File: config.mk
export PLATFORM = sky130hd
export DESIGN_NAME = video_sink
export DESIGN_NICKNAME = d
export VERILOG_FILES = /design/src/rtl/video_sink.sv
export SDC_FILE = /design/constraint.sdc
export NUM_CORES = 1
export LEC_CHECK = 0
export ABC_AREA = 1
export CAP_MARGIN = 20
export CORE_MARGIN = 1
export CORE_UTILIZATION = 45
export DETAILED_ROUTE_END_ITERATION = 7
export PLACE_DENSITY = 0.67
export SYNTH_ARGS = -nofsm -noshare
export SYNTH_HDL_FRONTEND = slang
export SYNTH_SLANG_ARGS = --single-unit
File: constraint.sdc
create_clock -name clk -period 3.3 [get_ports clk]
set_clock_uncertainty 0.05 [all_clocks]
set_input_delay 0.495 -clock clk [delete_from_list [all_inputs] [get_ports clk]]
set_output_delay 0.495 -clock clk [all_outputs]
set_load 0.05 [all_outputs]
File: src/rtl/video_sink.sv
// AXI4-Stream raster receiver: frames the stream into lines/frames, captures a
// top-left window into a write-only BRAM port, counts frames and flags SOF/EOL errors.
module video_sink #(
  parameter int unsigned DATAW = 24,
  parameter int unsigned SCRW  = 1920,
  parameter int unsigned SCRH  = 1080,
  parameter int unsigned IMGW  = 320,
  parameter int unsigned IMGH  = 240,
  parameter int unsigned ADDRW = 17
) (
  input  logic             clk,
  input  logic             rstn,
  input  logic             en,
  input  logic             err_clr,
  input  logic [DATAW-1:0] s_axis_tdata,
  input  logic             s_axis_tvalid,
  output logic             s_axis_tready,
  input  logic             s_axis_tuser,
  input  logic             s_axis_tlast,
  output logic             bram_we_o,
  output logic [ADDRW-1:0] bram_addr_o,
  output logic [DATAW-1:0] bram_data_o,
  output logic             frame_done_o,
  output logic [15:0]      frame_cnt_o,
  output logic             sof_err_o,
  output logic             eol_err_o
);

  localparam int unsigned XW = (SCRW > 1) ? $clog2(SCRW) : 1;
  localparam int unsigned YW = (SCRH > 1) ? $clog2(SCRH) : 1;

  typedef enum logic [1:0] {IDLE, WAIT_SOF, ACTIVE} state_t;

  state_t           state, state_nx;
  logic [XW-1:0]    x_q, x_nx, cx;
  logic [YW-1:0]    y_q, y_nx, cy;
  logic [ADDRW-1:0] row_q, row_nx, crow;
  logic             accept, take, last_col, close_line;
  logic             capture, sof_ev, eol_ev, frame_end;

  assign s_axis_tready = (state == WAIT_SOF) || (state == ACTIVE);
  assign accept        = s_axis_tvalid && s_axis_tready;

  always_comb begin
    state_nx   = state;
    x_nx       = x_q;
    y_nx       = y_q;
    row_nx     = row_q;
    cx         = x_q;
    cy         = y_q;
    crow       = row_q;
    take       = 1'b0;
    last_col   = 1'b0;
    close_line = 1'b0;
    capture    = 1'b0;
    sof_ev     = 1'b0;
    eol_ev     = 1'b0;
    frame_end  = 1'b0;

    case (state)
      IDLE: if (en) state_nx = WAIT_SOF;
      WAIT_SOF: begin
        if (accept && s_axis_tuser) begin
          take     = 1'b1;
          state_nx = ACTIVE;
        end else if (!en && !accept) begin
          state_nx = IDLE;
        end
      end
      ACTIVE: begin
        if (accept) begin
          take   = 1'b1;
          sof_ev = s_axis_tuser && ((x_q != '0) || (y_q != '0));
        end
      end
      default: state_nx = IDLE;
    endcase

    // A SOF beat is always pixel (0,0); mid-frame it restarts the raster.
    if (take) begin
      if (s_axis_tuser) begin
        cx   = '0;
        cy   = '0;
        crow = '0;
      end
      last_col   = (32'(cx) == SCRW - 1);
      close_line = s_axis_tlast || last_col;
      eol_ev     = (s_axis_tlast != last_col);
      capture    = (32'(cx) < IMGW) && (32'(cy) < IMGH);
      if (close_line) begin
        if (32'(cy) == SCRH - 1) begin
          frame_end = 1'b1;
          x_nx      = '0;
          y_nx      = '0;
          row_nx    = '0;
          state_nx  = en ? WAIT_SOF : IDLE;
        end else begin
          x_nx   = '0;
          y_nx   = cy + YW'(1);
          row_nx = crow + ADDRW'(IMGW);
        end
      end else begin
        x_nx   = cx + XW'(1);
        y_nx   = cy;
        row_nx = crow;
      end
    end
  end

  always_ff @(posedge clk or negedge rstn) begin
    if (!rstn) begin
      state        <= IDLE;
      x_q          <= '0;
      y_q          <= '0;
      row_q        <= '0;
      bram_we_o    <= 1'b0;
      bram_addr_o  <= '0;
      bram_data_o  <= '0;
      frame_done_o <= 1'b0;
      frame_cnt_o  <= '0;
      sof_err_o    <= 1'b0;
      eol_err_o    <= 1'b0;
    end else begin
      state        <= state_nx;
      x_q          <= x_nx;
      y_q          <= y_nx;
      row_q        <= row_nx;
      bram_we_o    <= capture;
      if (capture) begin
        bram_addr_o <= crow + ADDRW'(cx);
        bram_data_o <= s_axis_tdata;
      end
      frame_done_o <= frame_end;
      if (frame_end) frame_cnt_o <= frame_cnt_o + 16'd1;
      sof_err_o    <= sof_ev || (sof_err_o && !err_clr);
      eol_err_o    <= eol_ev || (eol_err_o && !err_clr);
    end
  end

endmodule

==> flow_summary.toml, run 1 <==
[outcome]
status = "finished clean"

[die]
start_util = 0.460
rows = 42
core_area_sq_um = 13200
chipHeight_microns = 118
die_area_sq_um = 14000
die_w_microns = 118
pin_count = 93

[synth]
yosysSeqAreaShare = 0.419
synth_area_per_cell_sq_um = 7.55
synth_xor_area_frac = 0.0446
synth_compound_area_frac = 0.0896
async_reset_ff_frac = 1.00
ys_seq_elements = 102
synth-simple-area-share = 0.309
ys_top_cells_by_area = "dfrtp_1 (42%), nand2_1 (15%), inv_1 (6.0%), nor2_1 (4.3%), ha_1 (4.1%)"
ys_types = 41
synth_mux_area_frac = 0
synth_top_family_by_area = "simple AND/OR/NAND/NOR gates"
yosys_most_used_dff = "dfrtp_1"
ys.warnings.count = 0
syn-cell-area_sq_um = 6090
synth_top_area_share = 0.419
synth_top_area_cell = "dfrtp_1"
synth-edff-count = 0
synthAdderAreaFrac = 0.0444
synth_nets = 859
postSynthCellCount = 807

[routing]
drt_iter0_markers = 247
vias_per_cell = 4.92
first_pass_iters = 5
ant_nets = 0
vias = 5350
avgRoutedWirePerCell_microns = 12.9
drcViolationCount = 0
totalWireLength_microns = 14000

[cts]
worstSkewPairLatency_ns = 0.36
numCtsBuffers = 9
htreeDepth = 3
cts_resized = 0
hold_buffers = 0
cts_tree = "built"
path_clk_slew_ns = 0.07
numClockSinks = 102
cts_root_buffer = "clkbuf_16"
clk_path_buf_depth = 2
post_cts_buffers = 0

[critical_path]
critPathMaxFanout = 7
critPathKind = "reg2reg"
end_kind = "flip-flop"
worstPathRequired_ns = 3.49
cp.arrival_ns = 3.17
critPathLaunchType = "flip-flop"

[timing]
rsz0062_at_grt = "no"
tightest_slew_ns = 0.656
hold_viol_final = 0
slew_headroom = 0.562
max_freq_ghz = 0.336
timing.final.crit_share = 0.901
finalSetupViolations = 0
worst_slack_ns = 0.325
timing.final.crit_period_ns = 2.97
fin_tns_setup_ns = 0
timing.final.max_slew_violations = 0
whs_ns = 0.0662

[global_routing]
grt_max_degree = 44
grt_pass1_vias = 5213
grt.total_usage = 0.215
grt_pass1_wl_microns = 24200
antenna_found_initial = 0
grt.overflow.total = 0

[finish]
fillerInstances = 1248
mostFrequentLayoutCell = "nand2_1"
fin_util = 0.571
final_nets = 958
n_antenna_cell = 0
instances_no_fill = 1087
drive_gt1_frac = 0.0867
area_growth_pct = 24.2
layout_common_cells = "nand2_1 (247), dfrtp_1 (102), inv_1 (98)"

[place]
pre_cts_slack_ns = 0.0863
gp_congestion = 0.909
hpwlAfterDp_microns = 10300
placed_cells = 1071
io_buffers = 92

[power_and_ir_drop]
pwr-share-seq = 0.305
intPower_uw = 3370
vdd_ir_drop_max_mv = 0.452
leakage_uw = 0.00375
clkPwrFrac = 0.178
p_switching_uw = 2910
p_sw_frac = 0.463
pwr-share-comb = 0.516
power_density_nw_per_um2 = 831

[flow_run]
maxCapViolations = 0

[hold_path]
hold_path.class = "in2async"
[state kept, by name, indices dropped and copies added (netlist names)]
name and count:
bram_data_o 24, bram_addr_o 17, row_q 17, frame_cnt_o 16, x_q 11, y_q 11
state 2, bram_we_o 1, eol_err_o 1, frame_done_o 1, sof_err_o 1
[worst max-delay path, cell delays in order, from the launching register on]
cell and delay [ns]:
dfrtp_1 0.41, inv_1 0.13, ha_2 0.29, nand2_1 0.08, inv_1 0.08, nand2_4 0.14
inv_2 0.08, buf_4 0.16, o21ai_0 0.22, ha_1 0.32, nand2_1 0.10, inv_1 0.05
nand2_1 0.06, nand2_1 0.06, nand2_1 0.08, nand3_1 0.09, nand2_1 0.11, nand2_2 0.09
nand2_1 0.06, nand2_1 0.05, nand3_1 0.07, nand2_1 0.07
[metrics by stage]
| stage | instance area, sq um | power (uW) |
|---|---|---|
| final | 7570 | 6280 |
| after global routing | 7570 | 6750 |
| after detailed placement | 7250 | 5190 |
| after global placement | 7250 | 5170 |
| after CTS | 7570 | 6350 |
| after floorplan | 6090 | 4220 |
[synth_stat cells (14+ instances only)]
master,count
nand4_1,17
dfrtp_1,102
inv_1,98
nand2_1,247
nor2_1,69
nand3_1,50
a21oi_1,17
ha_1,20
xnor2_1,14
o21ai_0,42
xor2_1,17
buf_2,15
[final timing paths]
path	from	endpoint	slack (ns)	depth (start not counted)
max in group asynchronous	rstn	row_q[16]	2.43	2
max reg2reg	state[0]	bram_addr_o[14]	0.33	21
max	state[0]	bram_addr_o[14]	0.33	21
min in group clk	bram_data_o[7]	bram_data_o[7]	0.43	2
min	rstn	frame_cnt_o[6]	0.07	1
min reg2reg	bram_data_o[7]	bram_data_o[7]	0.43	2
[power groups by stage]
stage,Clock [uW],Combinational (uW),Sequential (uW)
2_1_floorplan,0,1530,2690
3_3_place_gp,0,3240,1930
3_5_place_dp,0,3260,1930
4_1_cts,1160,3270,1920
5_1_grt,1200,3580,1970
6_report,1120,3240,1920
[per-layer routing]
| metal | wire length (microns) | global-route usage | up-vias |
|---|---|---|---|
| met5 | 0 | 0 | - |
| met4 | 201 | 0.0761 | 0 |
| met3 | 548 | 0.0410 | 14 |
| met2 | 6850 | 0.370 | 99 |
| met1 | 6420 | 0.269 | 2462 |
| li1 | - | - | 2775 |
[layout make-up]
type / count / area (sq um) / area share
Clock inverter: 7 / 91.3 / 0.0121
Timing Repair Buffer: 112 / 1090 / 0.145
Clock buffer: 9 / 225 / 0.0298
Inverter: 108 / 413 / 0.0546
Multi-Input combinational cell: 573 / 2970 / 0.393
Tap cell: 176 / 220 / 0.0291
Sequential cell: 102 / 2550 / 0.337
[cell families after synthesis]
| family | Yosys count |
|---|---|
| AND/OR/NAND/NOR | 423 |
| buffers and inverters | 132 |
| flip-flops | 102 |
| AO/OA/AOI/OAI | 98 |
| XOR/XNOR | 31 |
| adder cells (fa/ha/maj) | 21 |
Note: power is estimated with default switching activity, not from simulation.
==> inputs of run 2 (changes only) <==
- clock period: 3.3 -> 2.95 ns (I/O delays scaled with it)
==> flow_summary.toml, run 2 (synthesized netlist as in run 1, its figures left out) <==
[outcome]
status = "finished clean"

[timing]
rsz0062_at_grt = "yes"
slew_headroom = 0.561
timing.final.max_slew_violations = 0
hold_viol_final = 0
max_freq_ghz = 0.366
finalSetupViolations = 0
timing.final.crit_period_ns = 2.73
tightest_slew_ns = 0.657
timing.final.crit_share = 0.925

[die]
die_w_microns = 118
core_area_sq_um = 13200
rows = 42
die_area_sq_um = 14000
pin_count = 93
start_util = 0.460
chipHeight_microns = 118

[critical_path]
r2r-start = "state[0]"
crit_top_cell = "nand3_1"
cp_cell_sequence = "inv_2, ha_1, inv_1, nand2_2, nand2_4, inv_4, a21oi_1, ha_1, nand3_1, nand3_1, nand3_1, nand3_1, nand2_1, nand2_1, nand3_1, nand2_1"
end_kind = "flip-flop"
cp.arrival_ns = 2.92
critPathLaunchType = "flip-flop"
cp_slowest_stage_delay_ns = 0.40
critical-path-top-delay-family = "simple AND/OR/NAND/NOR gates"
worstPathRequired_ns = 3.14
critPathKind = "reg2reg"
cp_num_buf_inv = 3
crit_start = "state[0]"
critPathSlowestCell = "dfrtp_1"
critPathMaxFanout = 12

[routing]
totalWireLength_microns = 14100
vias = 5560
first_pass_iters = 4
vias_per_cell = 4.92
avgRoutedWirePerCell_microns = 12.5
drcViolationCount = 0
ant_nets = 0
drt_iter0_markers = 245

[cts]
numClockSinks = 102
numCtsBuffers = 9
htreeDepth = 3
clk_path_buf_depth = 2
worstSkewPairLatency_ns = 0.35
cts_root_buffer = "clkbuf_16"
cts_tree = "built"
path_clk_slew_ns = 0.07

[global_routing]
grt_max_degree = 47
grt_use_met2 = 0.368
antenna_found_initial = 0
grt.total_usage = 0.218
grt_pass1_vias = 5367
busiest_layer = "met2"
gr-usage-met1 = 0.283
grt_pass1_wl_microns = 24700
use_met3 = 0.0323
grt.overflow.total = 0

[place]
hpwlAfterDp_microns = 10500
gp_congestion = 0.882
io_buffers = 92
placed_cell_area_sq_um = 7560
placed_cells = 1111

[finish]
final_nets = 1002
area_growth_pct = 30.7
register_area_sq_um = 2550
postLayoutCellArea_sq_um = 7960
drive_gt1_frac = 0.141
fin_util = 0.601
fillerInstances = 1215
n_antenna_cell = 0
top_register = "bram_data_o"
largest_register_ff_count = 24
reg_top3 = "bram_data_o (24), bram_addr_o (17), row_q (17)"
multi_input_area_sq_um = 3050
mostFrequentLayoutCell = "nand2_1"
layout_common_cells = "nand2_1 (246), dfrtp_1 (101), inv_1 (95)"
instances_no_fill = 1131

[power_and_ir_drop]
leakage_uw = 0.00395
vdd_ir_drop_max_mv = 0.384
power_density_nw_per_um2 = 934

[flow_run]
maxCapViolations = 0

[hold_path]
hold_path.class = "in2async"
## run 2: metal layers
layer / vias to the layer above / wire [microns]
met2: 93 / 6800
met5: - / 0
met1: 2591 / 6660
met4: 0 / 221
met3: 15 / 440
li1: 2861 / -
## run 2: cell type report
class	count	share of cell area
multi-input combinational	574	0.384
tap	176	0.0277
timing repair buffer	155	0.177
inverter	108	0.0522
sequential	102	0.321
clock inverter	3	0.00865
clock buffer	13	0.0302
## run 2: through the flow
step                power, uW  hold WS (ns)  setup TNS (ns)  setup slack (ns)
detailed placement       6090         0.419           -2.18            -0.152
global route             7980         0.104         -0.0101           -0.0101
finish                   7430        0.0488               0             0.220
CTS                      7380        0.0771               0             0.115
floorplan                4760        0.0969               0            0.0172
global placement         6060         0.412           -1.53            -0.130
## run 2: worst register-to-register path, cell delays in order, from the launching register on
cell,delay [ns]
dfrtp_1,0.40
inv_2,0.08
ha_1,0.21
inv_1,0.11
nand2_2,0.09
nand2_4,0.13
inv_4,0.09
a21oi_1,0.32
ha_1,0.31
nand3_1,0.07
nand3_1,0.15
nand3_1,0.15
nand3_1,0.18
nand2_1,0.12
nand2_1,0.05
nand3_1,0.06
nand2_1,0.06
## run 2: path summary, 6_finish.rpt
check	cells past startpoint	to	slack, ns
max in group asynchronous	2	x_q[8]	2.12
setup reg to reg	16	bram_addr_o[15]	0.22
min in group clk	2	bram_data_o[3]	0.43
hold reg to reg	2	bram_data_o[3]	0.43
hold / removal	1	frame_cnt_o[9]	0.05
setup / recovery	16	bram_addr_o[15]	0.22
## run 2: timing repair
action,in CTS,in global routing
hold buffers,0,0
buffers inserted,0,3
setup endpoints to repair,0,14
gates resized for setup,0,21
## run 2: power by group
group          internal, uW  switching, uW
registers              1860            286
clock network           747            511
logic                  1530           2490
